## config.mk

```make
export PLATFORM = sky130hd
export DESIGN_NAME = nrzi_frame_decoder
export DESIGN_NICKNAME = d
export VERILOG_FILES = /design/src/rtl/nrzi_pkg.sv /design/src/rtl/nrzi_frame_decoder_bit_decoder.sv /design/src/rtl/nrzi_frame_decoder.sv
export SDC_FILE = /design/constraint.sdc
export NUM_CORES = 1
export LEC_CHECK = 0
export BUFFER_PORTS_ARGS = -buffer_cell sky130_fd_sc_hd__buf_4
export CAP_MARGIN = 40
export CORE_MARGIN = 2
export CORE_UTILIZATION = 50
export CTS_BUF_LIST = sky130_fd_sc_hd__clkbuf_4 sky130_fd_sc_hd__clkbuf_8
export CTS_CLUSTER_DIAMETER = 150
export CTS_CLUSTER_SIZE = 16
export DETAILED_ROUTE_END_ITERATION = 8
export PLACE_DENSITY = 0.8
export SYNTH_ARGS = -nofsm -noshare
export SYNTH_HDL_FRONTEND = slang
export SYNTH_SLANG_ARGS = --single-unit
```

## constraint.sdc

```tcl
create_clock -name clk -period 2.3 [get_ports clk]
set_clock_uncertainty 0.05 [all_clocks]
set_input_delay 0.46 -clock clk [delete_from_list [all_inputs] [get_ports clk]]
set_output_delay 0.46 -clock clk [all_outputs]
set_load 0.005 [all_outputs]
```

## src/rtl/nrzi_pkg.sv

```systemverilog
// Shared definitions for the NRZI toggle encoder/decoder pair: FSM state,
// default frame geometry and the 2-bit phase type mirrored from the encoder.
package nrzi_pkg;

    typedef enum logic {
        HUNT = 1'b0,
        DATA = 1'b1
    } nrzi_state_t;

    typedef logic [1:0] phase_t;

    localparam int         DEF_DATA_W      = 8;
    localparam logic [7:0] DEF_SYNC_WORD   = 8'hD5;
    localparam int         DEF_FRAME_WORDS = 4;

endpackage

```

## src/rtl/nrzi_frame_decoder_bit_decoder.sv

```systemverilog
// NRZI line decoder: recovers bit = line XOR previous line and tracks the
// encoder's 2-bit state, which advances once per decoded '1'.
module nrzi_bit_decoder
    import nrzi_pkg::*;
(
    input  logic   clk,
    input  logic   reset,
    input  logic   line_in,
    output logic   d,
    output logic   dec_bit,
    output phase_t phase
);

    logic line_q;

    // Combinational decode feeds the framer on the same edge it is registered here.
    assign d = line_in ^ line_q;

    always_ff @(posedge clk or posedge reset) begin
        if (reset) begin
            line_q  <= 1'b0;
            dec_bit <= 1'b0;
            phase   <= '0;
        end else begin
            line_q  <= line_in;
            dec_bit <= d;
            if (d) begin
                phase <= phase + 2'd1;
            end
        end
    end

endmodule

```

## src/rtl/nrzi_frame_decoder.sv

```systemverilog
// NRZI receive framer: decodes the line, hunts for SYNC_WORD, then deserializes
// FRAME_WORDS words MSB first into a valid/ready register with overflow pulses.
module nrzi_frame_decoder
    import nrzi_pkg::*;
#(
    parameter int                DATA_W      = DEF_DATA_W,
    parameter logic [DATA_W-1:0] SYNC_WORD   = DATA_W'(DEF_SYNC_WORD),
    parameter int                FRAME_WORDS = DEF_FRAME_WORDS
) (
    input  logic              clk,
    input  logic              reset,
    input  logic              line_in,
    output logic              dec_bit,
    output phase_t            phase,
    output logic              frame_active,
    output logic              sync_found,
    output logic [DATA_W-1:0] data_out,
    output logic              data_valid,
    input  logic              data_ready,
    output logic              overflow
);

    localparam int BC_W = $clog2(DATA_W);
    localparam int WC_W = (FRAME_WORDS > 1) ? $clog2(FRAME_WORDS) : 1;
    localparam logic [BC_W-1:0] BIT_LAST  = BC_W'(DATA_W - 1);
    localparam logic [WC_W-1:0] WORD_LAST = WC_W'(FRAME_WORDS - 1);

    logic              d;
    nrzi_state_t       state;
    logic [DATA_W-2:0] sr;
    logic [BC_W-1:0]   bit_cnt;
    logic [WC_W-1:0]   word_cnt;
    logic [DATA_W-1:0] word_in;

    nrzi_bit_decoder u_bit_decoder (
        .clk     (clk),
        .reset   (reset),
        .line_in (line_in),
        .d       (d),
        .dec_bit (dec_bit),
        .phase   (phase)
    );

    // The oldest shifted bit is never compared; the word in flight is {sr, d}.
    assign word_in = {sr, d};

    always_ff @(posedge clk or posedge reset) begin
        if (reset) begin
            state        <= HUNT;
            frame_active <= 1'b0;
            sr           <= '0;
            bit_cnt      <= '0;
            word_cnt     <= '0;
            data_out     <= '0;
            data_valid   <= 1'b0;
            sync_found   <= 1'b0;
            overflow     <= 1'b0;
        end else begin
            sr         <= word_in[DATA_W-2:0];
            sync_found <= 1'b0;
            overflow   <= 1'b0;
            if (data_valid && data_ready) begin
                data_valid <= 1'b0;
            end
            case (state)
                HUNT: begin
                    if (word_in == SYNC_WORD) begin
                        state        <= DATA;
                        frame_active <= 1'b1;
                        sync_found   <= 1'b1;
                        bit_cnt      <= '0;
                        word_cnt     <= '0;
                    end
                end
                DATA: begin
                    if (bit_cnt == BIT_LAST) begin
                        bit_cnt <= '0;
                        // A held word blocks the new one unless it is consumed this edge.
                        if (!data_valid || data_ready) begin
                            data_out   <= word_in;
                            data_valid <= 1'b1;
                        end else begin
                            overflow <= 1'b1;
                        end
                        if (word_cnt == WORD_LAST) begin
                            state        <= HUNT;
                            frame_active <= 1'b0;
                            sr           <= '0;
                            word_cnt     <= '0;
                        end else begin
                            word_cnt <= word_cnt + WC_W'(1);
                        end
                    end else begin
                        bit_cnt <= bit_cnt + BC_W'(1);
                    end
                end
                default: state <= HUNT;
            endcase
        end
    end

endmodule
```

* Yosys cells after proc, flatten, opt, wreduce, memory -nomap -nowiden *
Index checks and enable logic that the tools add are counted.

operators by class
  reduce and logical (&&, ||, !) cells = 6
  bitwise operators = 2
  add/sub/neg operators = 3
  equality and inequality tests = 6
  mux-type cells = 26

operators by type and width
  kind                   count
  $mux W7                3
  $mux W1                14
  $eq A8 B8 Y1 const B   1
  $mux W2                3
  $mux W3                2
  $pmux W3 S2            1
  $reduce_and A3 Y1      2
  $add A2 B1 Y2 const B  2
  $ne A2 B1 Y1 const B   2
  $pmux W1 S2            2
  $pmux W2 S2            1
  $add A3 B1 Y3 const B  1
  $eq A3 B3 Y1 const B   1
  $eq A2 B2 Y1 const B   1
  $ne A2 B2 Y1 const B   1
  $reduce_and A2 Y1      1
  $logic_and A1 B1 Y1    1
  $logic_not A1 Y1       1
  $logic_or A1 B1 Y1     1
  $not A1 Y1             1
  $xor A1 B1 Y1          1

word-level totals
  output and inout bits = 15
  register bits after elaboration = 29
  logic and storage cells = 55
  input bits = 4

* Depth between registers and ports, before layout *
Gate-level depths: netlist (run 1).

  depth in word-level cells = 5
  depth in mapped cells = 6
  mapped depth without buffers = 5

* Hierarchy *
A second synthesis (run 1) with hierarchy kept.

unflattened totals
  cells, all modules = 85
  area, all modules = 1199.9 um^2

by module, submodules not included
  module              cells each  seq. area each (um^2)  times used  area each (um^2)
  nrzi_frame_decoder  76          625.6                  1           1058.5
  nrzi_bit_decoder    9           100.1                  1           141.4

* Worst setup path before layout (run 1) *
No wires, ideal clock.

  path kind = register -> register
  start point = reg bit_cnt[0]
  end point = reg data_out[0]
  slack = 0.756 ns
  required time = 2.125 ns
  setup time = 0.125 ns
  buffers on the path = 1
  clock period less this slack = 1.544 ns
  arrival time = 1.369 ns
  cell stages (with the launch flop) = 7
  cell sequence = dfrtp_1 > ha_1 > ha_1 > nand2_1 > nor2b_1 > buf_4 > mux2_2

on the way
  longest elaborated chain between the ends = 2

ends and longest elaborated chain
  item                                line                      text
  start: declaration                  nrzi_frame_decoder.sv:31  logic [BC_W-1:0] bit_cnt;
  start signal: assignment            nrzi_frame_decoder.sv:94  bit_cnt <= bit_cnt + BC_W'(1);
  $eq A3 B3 Y1                        nrzi_frame_decoder.sv:76  if (bit_cnt == BIT_LAST) begin
  $reduce_and A3 Y1 (no source line)  -
  end signal: assignment              nrzi_frame_decoder.sv:80  data_out <= word_in;
  end: declaration                    nrzi_frame_decoder.sv:17  output logic [DATA_W-1:0] data_out,

No other way between the ends.
A chain may end at the register's enable or synchronous reset.

* Worst setup path in the final report (run 1) *
  start point = reg bit_cnt[1]
  end point = reg data_out[7]

Same word-level chain as after synthesis.

==> results of run 1 <==
routing by layer:
layer | global-route usage (%) | vias to the layer above
met3 | 5.17 | 0
met5 | 0 | -
li1 | - | 334
met4 | 7.89 | 0
met2 | 27.2 | 17
met1 | 20.9 | 334
cells by family (layout without fill, tap and decap cells):
| group | Yosys count | count (layout) |
|---|---|---|
| compound gates | 8 | 8 |
| buf+inv | 6 | 32 |
| mux | 9 | 9 |
| xor+xnor | 3 | 3 |
| simple gates | 26 | 26 |
| fa+ha+maj | 3 | 3 |
| flops | 29 | 29 |
worst max-delay path by stage:
stage	to	cells after the start
2_1_floorplan	data_out[0]	6
6_report	data_out[7]	6
4_1_cts	data_out[1]	6
5_1_grt	data_out[1]	6
3_3_place_gp	data_out[1]	6
3_5_place_dp	data_out[1]	6
state kept, by name, summed over array words and instances (netlist names), 2 cells and up:
register / cells
word_cnt: 2
bit_cnt: 3
sr: 7
data_out: 8
u_bit_decoder.phase: 2
worst reg2reg max path: stages (launching register included):
cell and delay, ps:
dfrtp_1 370, ha_1 150, ha_1 220, nand2_1 130
nor2b_1 130, buf_4 180, mux2_2 350
cells in the final DEF, fill, tap and decap left out, drive strengths merged:
master,Yosys,layout
nor2b,1,1
nand3b,1,1
nand2,10,10
and2,7,7
ha,3,3
o21a,1,1
dfrtp,29,29
nor4,1,1
nor3,1,1
nand2b,1,1
o21ai,3,3
inv,4,4
or3b,1,1
o32ai,1,1
clkbuf,0,7
nor2,1,1
a21o,1,1
o31a,1,1
nand4b,1,1
nand3,1,1
xnor2,3,3
o22ai,1,1
buf,2,20
clkinv,0,1
mux2i,1,1
mux2,8,8
power by group through the flow:
stage	Clock [mW]	Sequential (mW)	Combinational, mW
after floorplan	0	0.739	0.232
after global placement	0	0.757	0.365
after detailed placement	0	0.768	0.385
after CTS	0.348	0.760	0.388
after global routing	0.373	0.781	0.428
final	0.337	0.759	0.378
area by class of cell:
class,count,area (um^2),area share (%)
Clock buffer,7,65.1,4.68
Clock inverter,1,5.00,0.360
Inverter,4,15.0,1.08
Multi-Input combinational cell,49,394,28.4
Sequential cell,29,726,52.2
Tap cell,28,35.0,2.52
Timing Repair Buffer,20,150,10.8
metrics by stage:
stage | std cells | instance area, um^2
2_1_floorplan | 84 | 1150
3_3_place_gp | 130 | 1320
3_5_place_dp | 130 | 1320
4_1_cts | 138 | 1390
5_1_grt | 138 | 1390
6_report | 138 | 1390
==> qor.yml, run 1 <==
insertion_delay_ps: 310
slowest_stage: "dfrtp_1"
criticalPathCategory: "reg -> reg"
place_worst_setup_slack_ps: 599
clock_path_buffers: 2
cp_top_family: "flip-flops"
drtIter0Drc: 6
synth_top_area_share_pct: 63.1
ys_seq_elements: 29
synth-edff-count: 0
synthMuxAreaShare_pct: 8.71
antenna_cells: 0
p_sw_mw: 0.418
post_drt_wl_per_cell_um: 13.8
critPathMaxFanout: 8
wl_met1_um: 822
power_switching_share_pct: 28.4
wl_met3_um: 78
grt_util_all_layers_pct: 17.0
finalNetCount: 116
holdWs_ps: 167
total_power_mw: 1.47
grt_pass1_vias: 671
cts.sinks: 29
cts-resized-gates: 0
final.setup.tns_ps: 0
intPower_mw: 1.06
finalSetupViolCount: 0
combPwrFrac_pct: 25.6
cts_tree: "built"
grt_max_degree: 30
synth_common_cells: "dfrtp_1 (29), nand2_1 (10), mux2_2 (8)"
arrival_ps: 1830
hold_buffers: 0
pwr-share-seq_pct: 51.5
grt_overflow_total: 0
synth_area_um2: 1150
regToRegEndpoint: "data_out[7]"
die_height_um: 52.0
yosysSeqAreaShare_pct: 63.1
worst_pin_slew_ps: 410
synthAdderAreaFrac_pct: 3.26
path_clk_slew_ps: 90
syn_area_per_cell_um2: 13.7
min_period_ps: 1690
antenna_found_initial: 0
cp_num_buf_inv: 1
slew_headroom_pct: 72.5
pin_count: 19
cts_made_buffers: 5
met2_length_um: 1000
cpPeakStageDelay_ps: 370
yosysTopAreaCell: "dfrtp_1"
drv_slew: 0
reg2reg_slack_ps: 610
p_per_area_nw_per_um2: 1060
r2r-start: "bit_cnt[1]"
yosys_warnings: 0
ant_nets: 0
initial_core_util_pct: 52.5
die-area_um2: 2700
synth.most_common_cell: "dfrtp_1"
worstRegToRegCells: 6
cap_violations: 0
status: "complete, no violations"
crit_chain: "ha_1 > ha_1 > nand2_1 > nor2b_1 > buf_4 > mux2_2"
placementRows: 17
numPortBuffers: 18
gp_congestion: 0.742
synth_top_family_by_area: "simple AND/OR/NAND/NOR gates"
top_layer_used: "met3"
grt_pass1_wl_um: 3170
drc_errors: 0
crit_required_ps: 2440
dr.pass1.iters: 4
clockPowerShare_pct: 22.9
vdd_drop_max_v: 0.000654
max_freq_ghz: 0.590
synth_flop_cell: "dfrtp_1"
via_per_inst: 4.96
dp_hpwl_um: 1400
area_delta_synth_final_pct: 20.9
async_reset_ff_share_pct: 100
power.leakage_nw: 0.679
setup_ws_ps: 606
hp-class: "in -> async"
vias: 685
synth_xor_area_share_pct: 2.94
post-route-period-util_pct: 73.6
yosys.area_share.simple_pct: 14.7
synth_compound_area_share_pct: 4.68
drive_above_1_share_pct: 37.3
core_area_um2: 2190
cts-root-buf: "clkbuf_4"
cp_common_cell: "ha_1"
cp-startpoint: "bit_cnt[1]"
yosys.cell_types.count: 26
fin_util_pct: 63.4
final.fill_count: 179
post-cts-setup-buffers: 0
htree_levels: 2
critPathLaunchType: "register"
netlist_instances: 84
worstSetupEndpointType: "register"
timing_hold_violations_final: 0
die_w_um: 52.0
synth_area_leaders: "dfrtp_1 (63%), mux2_2 (7.8%), and2_1 (3.3%)"
synth_nets: 91
wirelength_um: 1900
rsz0062_at_grt: "false"
Power figures use the tool's default switching activity.
==> run 2, diff against run 1 <==
--- a/config.mk
+++ b/config.mk
@@ -13,7 +13,7 @@
 export CTS_CLUSTER_DIAMETER = 150
 export CTS_CLUSTER_SIZE = 16
 export DETAILED_ROUTE_END_ITERATION = 8
-export PLACE_DENSITY = 0.8
+export PLACE_DENSITY = 0.83
 export SYNTH_ARGS = -nofsm -noshare
 export SYNTH_HDL_FRONTEND = slang
 export SYNTH_SLANG_ARGS = --single-unit
==> constraint.sdc (replaced) <==
create_clock -name clk -period 1.4 [get_ports clk]
set_clock_uncertainty 0.05 [all_clocks]
set_input_delay 0.28 -clock clk [delete_from_list [all_inputs] [get_ports clk]]
set_output_delay 0.28 -clock clk [all_outputs]
set_load 0.005 [all_outputs]
==> qor.yml, run 2 (synthesized netlist as in run 1, its figures left out) <==
status: "finished, violations left"
violations: "setup timing"
cts-root-buf: "clkbuf_4"
hold_path_depth: 1
top_regs: "data_out: 8 flops, sr: 7 flops, bit_cnt: 3 flops"
grt_pass1_wl_um: 3420  # +7.8%
regToRegEndpoint: "data_out[1]"
hp-class: "in -> reg"
core_area_um2: 2190  # unchanged
power.leakage_nw: 0.743  # +9.5%
grt_max_degree: 30  # unchanged
cts.sinks: 29  # unchanged
wirelength_um: 1900  # unchanged
r2r-start: "bit_cnt[1]"
regMostFlops: "data_out"
timing_hold_violations_final: 0  # unchanged
via_per_inst: 4.92  # -0.95%
arrival_ps: 1660  # -170 ps
critPathLaunchType: "register"
antenna_found_initial: 0  # unchanged
finalNetCount: 122  # +5.2%
final.setup.tns_ps: -880  # -880 ps
drv_slew: 0  # unchanged
die_w_um: 52.0  # unchanged
hold_path_startpoint: "line_in"
worstRegToRegCells: 6  # unchanged
cts_made_buffers: 5  # unchanged
placementRows: 17  # unchanged
dr.pass1.iters: 4  # unchanged
drive_above_1_share_pct: 45.7  # +8.4 points
ant_nets: 0  # unchanged
finalSetupViolCount: 13  # +13
drc_errors: 0  # unchanged
max_freq_ghz: 0.667  # +13%
grt_pass1_vias: 713  # +6.3%
critPathMaxFanout: 8  # unchanged
path_clk_slew_ps: 90  # about the same
pin_count: 19  # unchanged
die-area_um2: 2700  # unchanged
antenna_cells: 0  # unchanged
holdWs_ps: 53.3  # -114 ps
insertion_delay_ps: 320  # about the same
hold_end: "u_bit_decoder.line_q"
slew_headroom_pct: 76.8  # +4.3 points
gp_congestion: 0.806  # +8.7%
worstSetupEndpointType: "register"
stdcell_count: 144  # +4.3%
htree_levels: 2  # unchanged
vias: 708  # +3.4%
clock_path_buffers: 2  # unchanged
grt_overflow_total: 0  # unchanged
crit_required_ps: 1560  # -880 ps
area_delta_synth_final_pct: 32.5
total_power_mw: 2.51  # +70%
worst_pin_slew_ps: 348  # -62.1 ps
grt_util_all_layers_pct: 18.3  # +1.4 points
numPlacedInstances: 134  # +3.1%
cap_violations: 0  # unchanged
vdd_drop_max_v: 0.00117  # +79%
layout_commonest_cell: "dfrtp_1"
criticalPathCategory: "reg -> reg"
min_period_ps: 1500  # -193 ps
final.fill_count: 152  # -15%
initial_core_util_pct: 52.5  # unchanged
post-route-period-util_pct: 107  # +34 points
layout_common_cells: "dfrtp_1 (29), buf_4 (22), nand2_1 (9)"
rsz0062_at_grt: "true"
post_drt_wl_per_cell_um: 13.2  # -4.2%
dp_hpwl_um: 1310  # -6.4%
numPortBuffers: 18  # unchanged
reg2reg_slack_ps: -100  # -710 ps
setup_ws_ps: -100  # -707 ps
cts_tree: "built"
drtIter0Drc: 14  # +8
p_per_area_nw_per_um2: 1650  # +55%
largest_register_ffs: 8  # unchanged
die_height_um: 52.0  # unchanged
[run 2: cell count changes in the layout (fill, tap and decap cells not counted), moves of 2 or more]
cell / change
mux2_2: -8
o21ai_2: +2
buf_4: +2
ha_1: -2
clkbuf_8: -2
mux2_4: +8
o21ai_1: -2
buf_6: +2
[run 2: area by class of cell]
type	count	area (um^2)	share of cell area, %
clock buffer	5	37.5	2.46
clock inverter	3	17.5	1.15
inverter	4	15.0	0.985
multi-input combinational	49	480	31.5
sequential	29	726	47.6
tap	28	35.0	2.30
timing repair buffer	26	213	14.0
[run 2: worst max-delay path: stages (launching register included)]
cell     delay, ps
dfrtp_1        370
ha_2           200
ha_4           140
nand2_4         50
nor2b_4        120
buf_8          150
mux2_4         310
[run 2: layer usage]
metal / global-route usage, % / vias to the layer above / part of all wire, %
li1: - / 346 / -
met1: 24.5 / 339 / 47
met2: 25.3 / 17 / 45
met3: 6.03 / 6 / 4.8
met4: 11.8 / 0 / 2.7
met5: 0 / - / 0
[run 2: stage by stage]
step	cell area, um^2	utilization [%]	setup WS, ps
after floorplan	1170	-	-64.7
after global placement	1370	62.6	-105
after detailed placement	1370	62.6	-149
after CTS	1490	67.8	-119
after global routing	1520	69.6	-177
final	1520	69.6	-100
[run 2: what timing repair did]
item	4_1_cts	5_1_grt
endpoints found under the setup margin	9	23
endpoints found under the hold margin	29	0
setup buffers	1	0
pin swaps	2	4
gates resized for setup	11	7
hold buffers	1	0
[run 2: how the worst max path moves through the flow]
stage	start	endpoint	slack, ps	cells after the start
6_report	bit_cnt[1]	data_out[1]	-100	6
3_3_place_gp	bit_cnt[1]	data_out[1]	-100	6
3_5_place_dp	bit_cnt[1]	data_out[1]	-150	6
5_1_grt	bit_cnt[1]	data_out[1]	-180	6
4_1_cts	bit_cnt[1]	data_out[1]	-120	6
2_1_floorplan	bit_cnt[1]	data_out[0]	-60	6
[run 2: where the power goes]
group | switching, mW | total (mW) | internal, mW
Sequential | 0.173 | 1.24 | 1.07
Clock | 0.282 | 0.471 | 0.189
Combinational | 0.299 | 0.799 | 0.500
